--- src/rtl/pulse_cross_rx.sv ---
// ---------------------------------------------------------------------------
// pulse_cross_rx
//
// Destination-side responder of an asynchronous 4-phase req/ack pulse
// crossing. The foreign-domain request level is synchronized into clk, and
// ack_a is returned to the source. Each completed request becomes one queued
// event. Queued events are issued as single-cycle imp_b pulses while out_en
// is high, with at least GAP idle cycles after each pulse.
//
// Ports:
//   clk      in   destination clock
//   rst      in   synchronous active-high reset
//   req_a    in   asynchronous request level from the source domain
//   ack_a    out  registered acknowledge level back to the source domain
//   out_en   in   permits issue of queued pulses
//   imp_b    out  registered single-cycle event pulse
//   pending  out  queued events not yet issued (saturates at 2^CNT_W-1)
//   ovf      out  sticky flag: an event was dropped because the queue was full
//   busy     out  high while the handshake FSM is not in IDLE
//
// Build option:
//   PULSE_CROSS_SYNC3_EN  when defined, a 3-stage synchronizer is used and
//                         every request-related latency grows by one edge.
// ---------------------------------------------------------------------------
module pulse_cross_rx #(
    parameter int CNT_W = 4,
    parameter int GAP_W = 8,
    parameter int GAP   = 3
) (
    input  logic             clk,
    input  logic             rst,
    input  logic             req_a,
    output logic             ack_a,
    input  logic             out_en,
    output logic             imp_b,
    output logic [CNT_W-1:0] pending,
    output logic             ovf,
    output logic             busy
);

`ifdef PULSE_CROSS_SYNC3_EN
    localparam int SYNC_N = 3;
`else
    localparam int SYNC_N = 2;
`endif

    localparam logic [CNT_W-1:0] PEND_MAX = '1;
    localparam logic [GAP_W-1:0] GAP_LD   = GAP_W'(GAP);

    typedef enum logic [1:0] {
        ST_ARM  = 2'd0,
        ST_IDLE = 2'd1,
        ST_ACK  = 2'd2
    } state_t;

    // Synchronizer chain. Deliberately outside rst so that a request level
    // held across reset is still seen as high afterwards; ARM then waits for
    // it to drop instead of counting it a second time.
    logic [SYNC_N-1:0] sync_q = '0;
    logic [SYNC_N-1:0] sync_d;
    logic              req_s;

    always_comb begin
        sync_d = {sync_q[SYNC_N-2:0], req_a};
    end

    always_ff @(posedge clk) begin
        sync_q <= sync_d;
    end

    assign req_s = sync_q[SYNC_N-1];

    // Handshake FSM, event queue and spacing counter.
    state_t           state_q, state_d;
    logic             ack_q, ack_d;
    logic             imp_q, imp_d;
    logic [CNT_W-1:0] pend_q, pend_d;
    logic             ovf_q, ovf_d;
    logic [GAP_W-1:0] gap_q, gap_d;
    logic             accept;
    logic             issue;

    always_comb begin
        state_d = state_q;
        ack_d   = ack_q;
        pend_d  = pend_q;
        ovf_d   = ovf_q;
        gap_d   = gap_q;
        imp_d   = 1'b0;
        accept  = 1'b0;
        issue   = (pend_q != '0) && out_en && (gap_q == '0);

        case (state_q)
            ST_ARM: begin
                ack_d = 1'b0;
                if (!req_s) begin
                    state_d = ST_IDLE;
                end
            end
            ST_IDLE: begin
                ack_d = 1'b0;
                if (req_s) begin
                    state_d = ST_ACK;
                    ack_d   = 1'b1;
                    accept  = 1'b1;
                end
            end
            ST_ACK: begin
                ack_d = 1'b1;
                if (!req_s) begin
                    state_d = ST_IDLE;
                    ack_d   = 1'b0;
                end
            end
            default: begin
                state_d = ST_ARM;
                ack_d   = 1'b0;
            end
        endcase

        // The spacing counter runs regardless of out_en so a long disable
        // period already satisfies the gap when issue resumes.
        if (issue) begin
            imp_d = 1'b1;
            gap_d = GAP_LD;
        end else if (gap_q != '0) begin
            gap_d = gap_q - 1'b1;
        end

        // An issue on the same edge frees a slot, so a full queue still
        // takes the new event and the count stays put.
        if (accept && !issue) begin
            if (pend_q == PEND_MAX) begin
                ovf_d = 1'b1;
            end else begin
                pend_d = pend_q + 1'b1;
            end
        end else if (issue && !accept) begin
            pend_d = pend_q - 1'b1;
        end
    end

    always_ff @(posedge clk) begin
        if (rst) begin
            state_q <= ST_ARM;
            ack_q   <= 1'b0;
            imp_q   <= 1'b0;
            pend_q  <= '0;
            ovf_q   <= 1'b0;
            gap_q   <= '0;
        end else begin
            state_q <= state_d;
            ack_q   <= ack_d;
            imp_q   <= imp_d;
            pend_q  <= pend_d;
            ovf_q   <= ovf_d;
            gap_q   <= gap_d;
        end
    end

    assign ack_a   = ack_q;
    assign imp_b   = imp_q;
    assign pending = pend_q;
    assign ovf     = ovf_q;
    assign busy    = (state_q != ST_IDLE);

endmodule

--- config.mk ---
export PLATFORM = sky130hd
export DESIGN_NAME = pulse_cross_rx
export DESIGN_NICKNAME = d
export VERILOG_FILES = /design/src/rtl/pulse_cross_rx.sv
export SDC_FILE = /design/constraint.sdc
export NUM_CORES = 1
export LEC_CHECK = 0
export CORE_MARGIN = 4
export CORE_UTILIZATION = 48
export DETAILED_ROUTE_END_ITERATION = 10
export PLACE_DENSITY = 0.73
export SKIP_CTS_REPAIR_TIMING = 1
export SLEW_MARGIN = 30
export SYNTH_ARGS = -nofsm -noshare
export SYNTH_HDL_FRONTEND = slang
export SYNTH_SLANG_ARGS = --single-unit
--- constraint.sdc ---
create_clock -name clk -period 2.4 [get_ports clk]
set_input_delay 0.72 -clock clk [delete_from_list [all_inputs] [get_ports clk]]
set_output_delay 0.72 -clock clk [all_outputs]
set_load 0.1 [all_outputs]
-- Word level (Yosys, flattened, before mapping)
Index checks and enable logic that the tools add are counted.
- equality and inequality tests: 7
- bitwise operators: 1
- add/subtract/negate cells: 3
- muxes and demuxes: 11
- reduce and logical (&&, ||, !) cells: 19
- operators with widths (kind ; count):
    $mux W4 ; 3
    $logic_not A8 Y1 ; 1
    $mux W2 ; 4
    $reduce_bool A8 Y1 ; 1
    $reduce_or A2 Y1 ; 4
    $sub A8 B1 Y8 const B ; 1
    $ne A2 B2 Y1 const B ; 3
    $reduce_and A2 Y1 ; 3
    $add A4 B1 Y4 const B ; 1
    $eq A4 B4 Y1 const B ; 1
    $logic_and A1 B1 Y1 ; 4
    $pmux W2 S2 ; 1
    $reduce_bool A2 Y1 ; 2
    $reduce_bool A4 Y1 ; 1
    $sub A4 B1 Y4 const B ; 1
    $mux W1 ; 3
    $eq A2 B1 Y1 const B ; 1
    $eq A2 B2 Y1 const B ; 1
    $logic_not A1 Y1 ; 2
    $logic_not A2 Y1 ; 1
    $ne A2 B1 Y1 const B ; 1
    $not A1 Y1 ; 1
- input bits: 4
- output and inout port bits: 8
- word-level logic and storage cells: 49
- flip-flop bits (word level): 19

-- Longest topological paths before layout
- word-level depth: 7
- depth in mapped cells: 9
- depth with buffers taken out: 9

-- Least setup slack after synthesis
Ideal clock, no wire load.
- path kind: register -> register
- start point: reg pend_q[0], in the netlist pending[0]
- end point: reg pend_q[3], in the netlist pending[3]
- period minus slack after synthesis: 2852 ps
- buffers on the path: 0
- path slack: -452 ps
- setup time: 121 ps
- required time: 2279 ps
- cell stages (with the launch flop): 9
- data arrival time: 2731 ps
- cells stage by stage: dfxtp_1 > o41a_1 > nand4_4 > nand3_1 > ha_1 > a21oi_1 > a211oi_1 > mux2i_1 > mux2_2
- word-level cells in the longest chain between the ends: 7
- elaborated cells between the ends (all ways): 15
- those cells by class: add/sub (2); eq/ne (2); mux (3); reduce/logical (8)
- ends and longest elaborated chain (element ; line ; text):
    start, declared ; 77 ; logic [CNT_W-1:0] pend_q, pend_d;
    start signal, assigned ; 155 ; pend_q <= pend_d;
    $reduce_bool A4 Y1 ; 91 ; issue = (pend_q != '0) && out_en && (gap_q == '0);
    $logic_and A1 B1 Y1 (2 in a row) ; 91 ;
    $logic_not A1 Y1 ; 132 ; if (accept && !issue) begin
    $logic_and A1 B1 Y1 ; 132 ;
    $ne A2 B2 Y1 (no source line) or $reduce_bool A2 Y1 (tied branches) ; n/a ;
    $reduce_and A2 Y1 (no source line) ; n/a ;
Parallel ways exist; a longest one is shown, timed or not. The select of a mux whose other input is x is not followed.
A chain may end at the register's enable or synchronous reset.

-- Final worst setup path
- start point: reg pend_q[2], in the netlist pending[2]
- end point: reg pend_q[3], in the netlist pending[3]
The elaborated chain is that of the path after synthesis.

==> flow_metrics.py <==
metrics = {
    "timing": {
        "maxSlewHeadroom_pct": 74.1,
        "fin_worst_skew_ns": 0.00681,
        "setup_viol": 0,
        "finalHoldViolations": 0,
        "post-route-period-util_pct": 92.4,
        "period_minus_slack_ns": 2.22,
        "rsz0062_at_grt": "false",
        "drv_slew": 0,
        "holdWs_ns": 0.330,
        "tightest_slew_ns": 0.385,
        "fin_setup_tns_ns": 0,
        "max_freq_mhz": 451,
    },
    "critical_path": {
        "reg2reg_from": "pending[2]",
        "rrSetupSlack_ns": 0.18,
        "cp_num_cells": 8,
        "cp_cell_sequence": "o41a_1 > nand4_4 > nand3_4 > ha_4 > nand3_2 > and3_1 > mux2i_1 > mux2_2",
        "cp-end-kind": "register",
        "reg2reg_depth": 8,
        "required_ns": 2.59,
        "crit_path_max_fanout": 5,
        "crit_family": "multiplexers",
        "rr_endpoint": "pending[3]",
        "critPathKind": "register to register",
        "slowest_delay_ns": 0.47,
        "critPathBufInv": 0,
        "slowest_stage": "o41a_1",
        "crit_arrival_ns": 2.41,
        "worstSetupStartpointType": "register",
    },
    "yosys": {
        "synth-seq-cells": 19,
        "syn_area_um2": 981,
        "seq_area_frac_synth_pct": 38.8,
        "yosysWarnings": 0,
        "postSynthCellCount": 100,
        "syn_avg_cell_area_um2": 9.81,
        "synth_cell_types": 28,
        "syn_nets": 114,
    },
    "cells_and_area": {
        "fin_nets": 135,
        "num_antenna_cells": 0,
        "fill_cells": 163,
        "multi_input_area_um2": 644,
        "final_core_util_pct": 65.2,
        "area_growth_pct": 29.1,
        "drive_above_1_share_pct": 28.3,
        "regArea_um2": 393,
    },
    "routing": {
        "vias_per_cell": 5.12,
        "vias": 752,
        "firstDrtPassIters": 4,
        "wl_mm": 1.79,
        "first_iter_violations": 6,
        "wire_per_inst_um": 12.2,
        "drtAntennaViolNets": 0,
        "drc_errors": 0,
    },
    "clock_tree": {
        "root_buffer": "clkbuf_4",
        "clk_pin_slew_ns": 0.11,
        "cts_made_buffers": 3,
        "clk_latency_ns": 0.29,
        "cts_tree": "done",
        "clock_sinks": 19,
        "htree_levels": 1,
        "clk_path_buf_depth": 2,
    },
    "floorplanning": {
        "pin_count": 12,
        "row_count": 16,
        "die-width_um": 53.2,
        "start_util_pct": 50.5,
        "die_area_um2": 2830,
        "die_h_um": 53.2,
        "core_um2": 1940,
    },
    "power": {
        "p_leak_nw": 0.548,
        "ir_drop_uv": 571,
        "p_per_area_nw_per_um2": 1110,
    },
    "hold_path": {
        "whs_path_depth": 0,
        "hold_end": "sync_q[1]",
        "min_from": "sync_q[0]",
        "hold_class": "register to register",
    },
    "global_route": {
        "gr-usage-all-layers_pct": 13.7,
        "grt_overflow_total": 0,
        "antenna_found_initial": 0,
        "grt_pass1_wl_mm": 2.86,
        "grt_max_degree": 17,
        "grt_pass1_vias": 681,
    },
    "run_status": {
        "status": "finished, final reports clean",
    },
    "job": {
        "drv_cap": 0,
    },
    "placement": {
        "dp_hpwl_mm": 1.27,
        "port_buffers": 11,
        "gp_congestion": 0.838,
    },
}
## worst max path at each step
stage	from	end	slack, ns
CTS	out_en	pending[3]	-0.002
global placement	out_en	pending[3]	-0.27
global route	pending[2]	pending[3]	0.08
finish	pending[2]	pending[3]	0.18
floorplan	pending[2]	pending[3]	0.03
detailed placement	out_en	pending[3]	-0.32
## through the flow
step	area (um^2)	worst slack, ns	total power [mW]	cells
finish	1270	0.182	1.41	147
global route	1270	0.0811	1.52	147
CTS	1210	-0.00237	1.37	146
detailed placement	1180	-0.322	1.21	142
global placement	1180	-0.272	1.18	142
floorplan	1010	0.0252	1.06	100
## logic make-up after synthesis
kind of cell    count (synthesis)  share of synthesized area [%]
compound gates                 10                           7.14
xor+xnor                        6                           5.36
fa+ha+maj                      10                           13.5
buf+inv                         6                           2.30
flops                          19                           38.8
mux                             7                           9.57
simple gates                   42                           23.3
## flip-flops by register name, summed over array words and instances, names as in the netlist
register / flops
pending: 4
state_q: 2
sync_q: 2
ack_a: 1
gap_q: 8
ovf: 1
imp_b: 1
## cells in the final DEF, fill, tap and decap left out, drive strengths merged
| cell | n |
|---|---|
| nand4 | 1 |
| a41oi | 1 |
| or4 | 1 |
| dfxtp | 19 |
| clkdlybuf4s50 | 2 |
| nand3 | 3 |
| and4 | 1 |
| mux2 | 3 |
| nand2b | 3 |
| nor2b | 3 |
| dlymetal6s2s | 1 |
| a211oi | 3 |
| o31ai | 1 |
| nor4 | 2 |
| nor3 | 3 |
| clkbuf | 4 |
| and3 | 1 |
| buf | 14 |
| mux2i | 4 |
| a21oi | 4 |
| ha | 9 |
| xnor2 | 3 |
| nand2 | 5 |
| xor2 | 3 |
| o41a | 1 |
| fa | 1 |
| inv | 5 |
| nor2 | 19 |
## Yosys cell counts
library cell  instances  area share, %
and4_1                1           0.89
clkbuf_1              1           0.38
nor3_1                3            1.5
nor4_1                1           0.64
nor2b_1               3            1.9
o31ai_1               1           0.77
nand4_4               1            2.2
mux2_4                2            3.1
nor4_4                1            2.2
and3_1                1           0.64
nor2_1               19            7.3
ha_1                  9             11
xor2_1                3            2.7
dfxtp_1              19             39
nand2b_1              3            1.9
mux2i_1               3            3.1
nand2_1               5            1.9
fa_1                  1            2.0
mux2i_4               1            2.3
a211oi_1              3            2.3
or4_1                 1           0.77
a41oi_1               1           0.89
nand3_1               3            1.5
mux2_2                1            1.1
xnor2_1               3            2.7
a21oi_1               4            2.0
o41a_1                1            1.1
inv_1                 5            1.9
## worst register-to-register path: stages, from the launching register on
cell     delay (ns)
dfxtp_4        0.38
o41a_1         0.47
nand4_4        0.10
nand3_4        0.11
ha_4           0.33
nand3_2        0.08
and3_1         0.17
mux2i_1        0.13
mux2_2         0.34
## power by group
| group | total (mW) | switching [mW] | internal, mW |
|---|---|---|---|
| logic | 0.735 | 0.423 | 0.312 |
| registers | 0.516 | 0.110 | 0.406 |
| clock network | 0.157 | 0.0929 | 0.0646 |
## final cells by class
class                           count  share of cell area, %
Sequential cell                    19                   31.0
Tap cell                           27                   2.67
Multi-Input combinational cell     75                   50.9
Timing Repair Buffer               17                   11.9
Inverter                            5                   1.48
Clock buffer                        4                   2.08
## layer usage
metal	up-vias	track usage, %	part of all wire (%)
met2	19	21.0	48
met3	2	3.66	5.0
met1	347	18.2	47
met4	0	5.11	0.56
li1	384	-	-
met5	-	0	0
(Power assumes the default switching activity.)
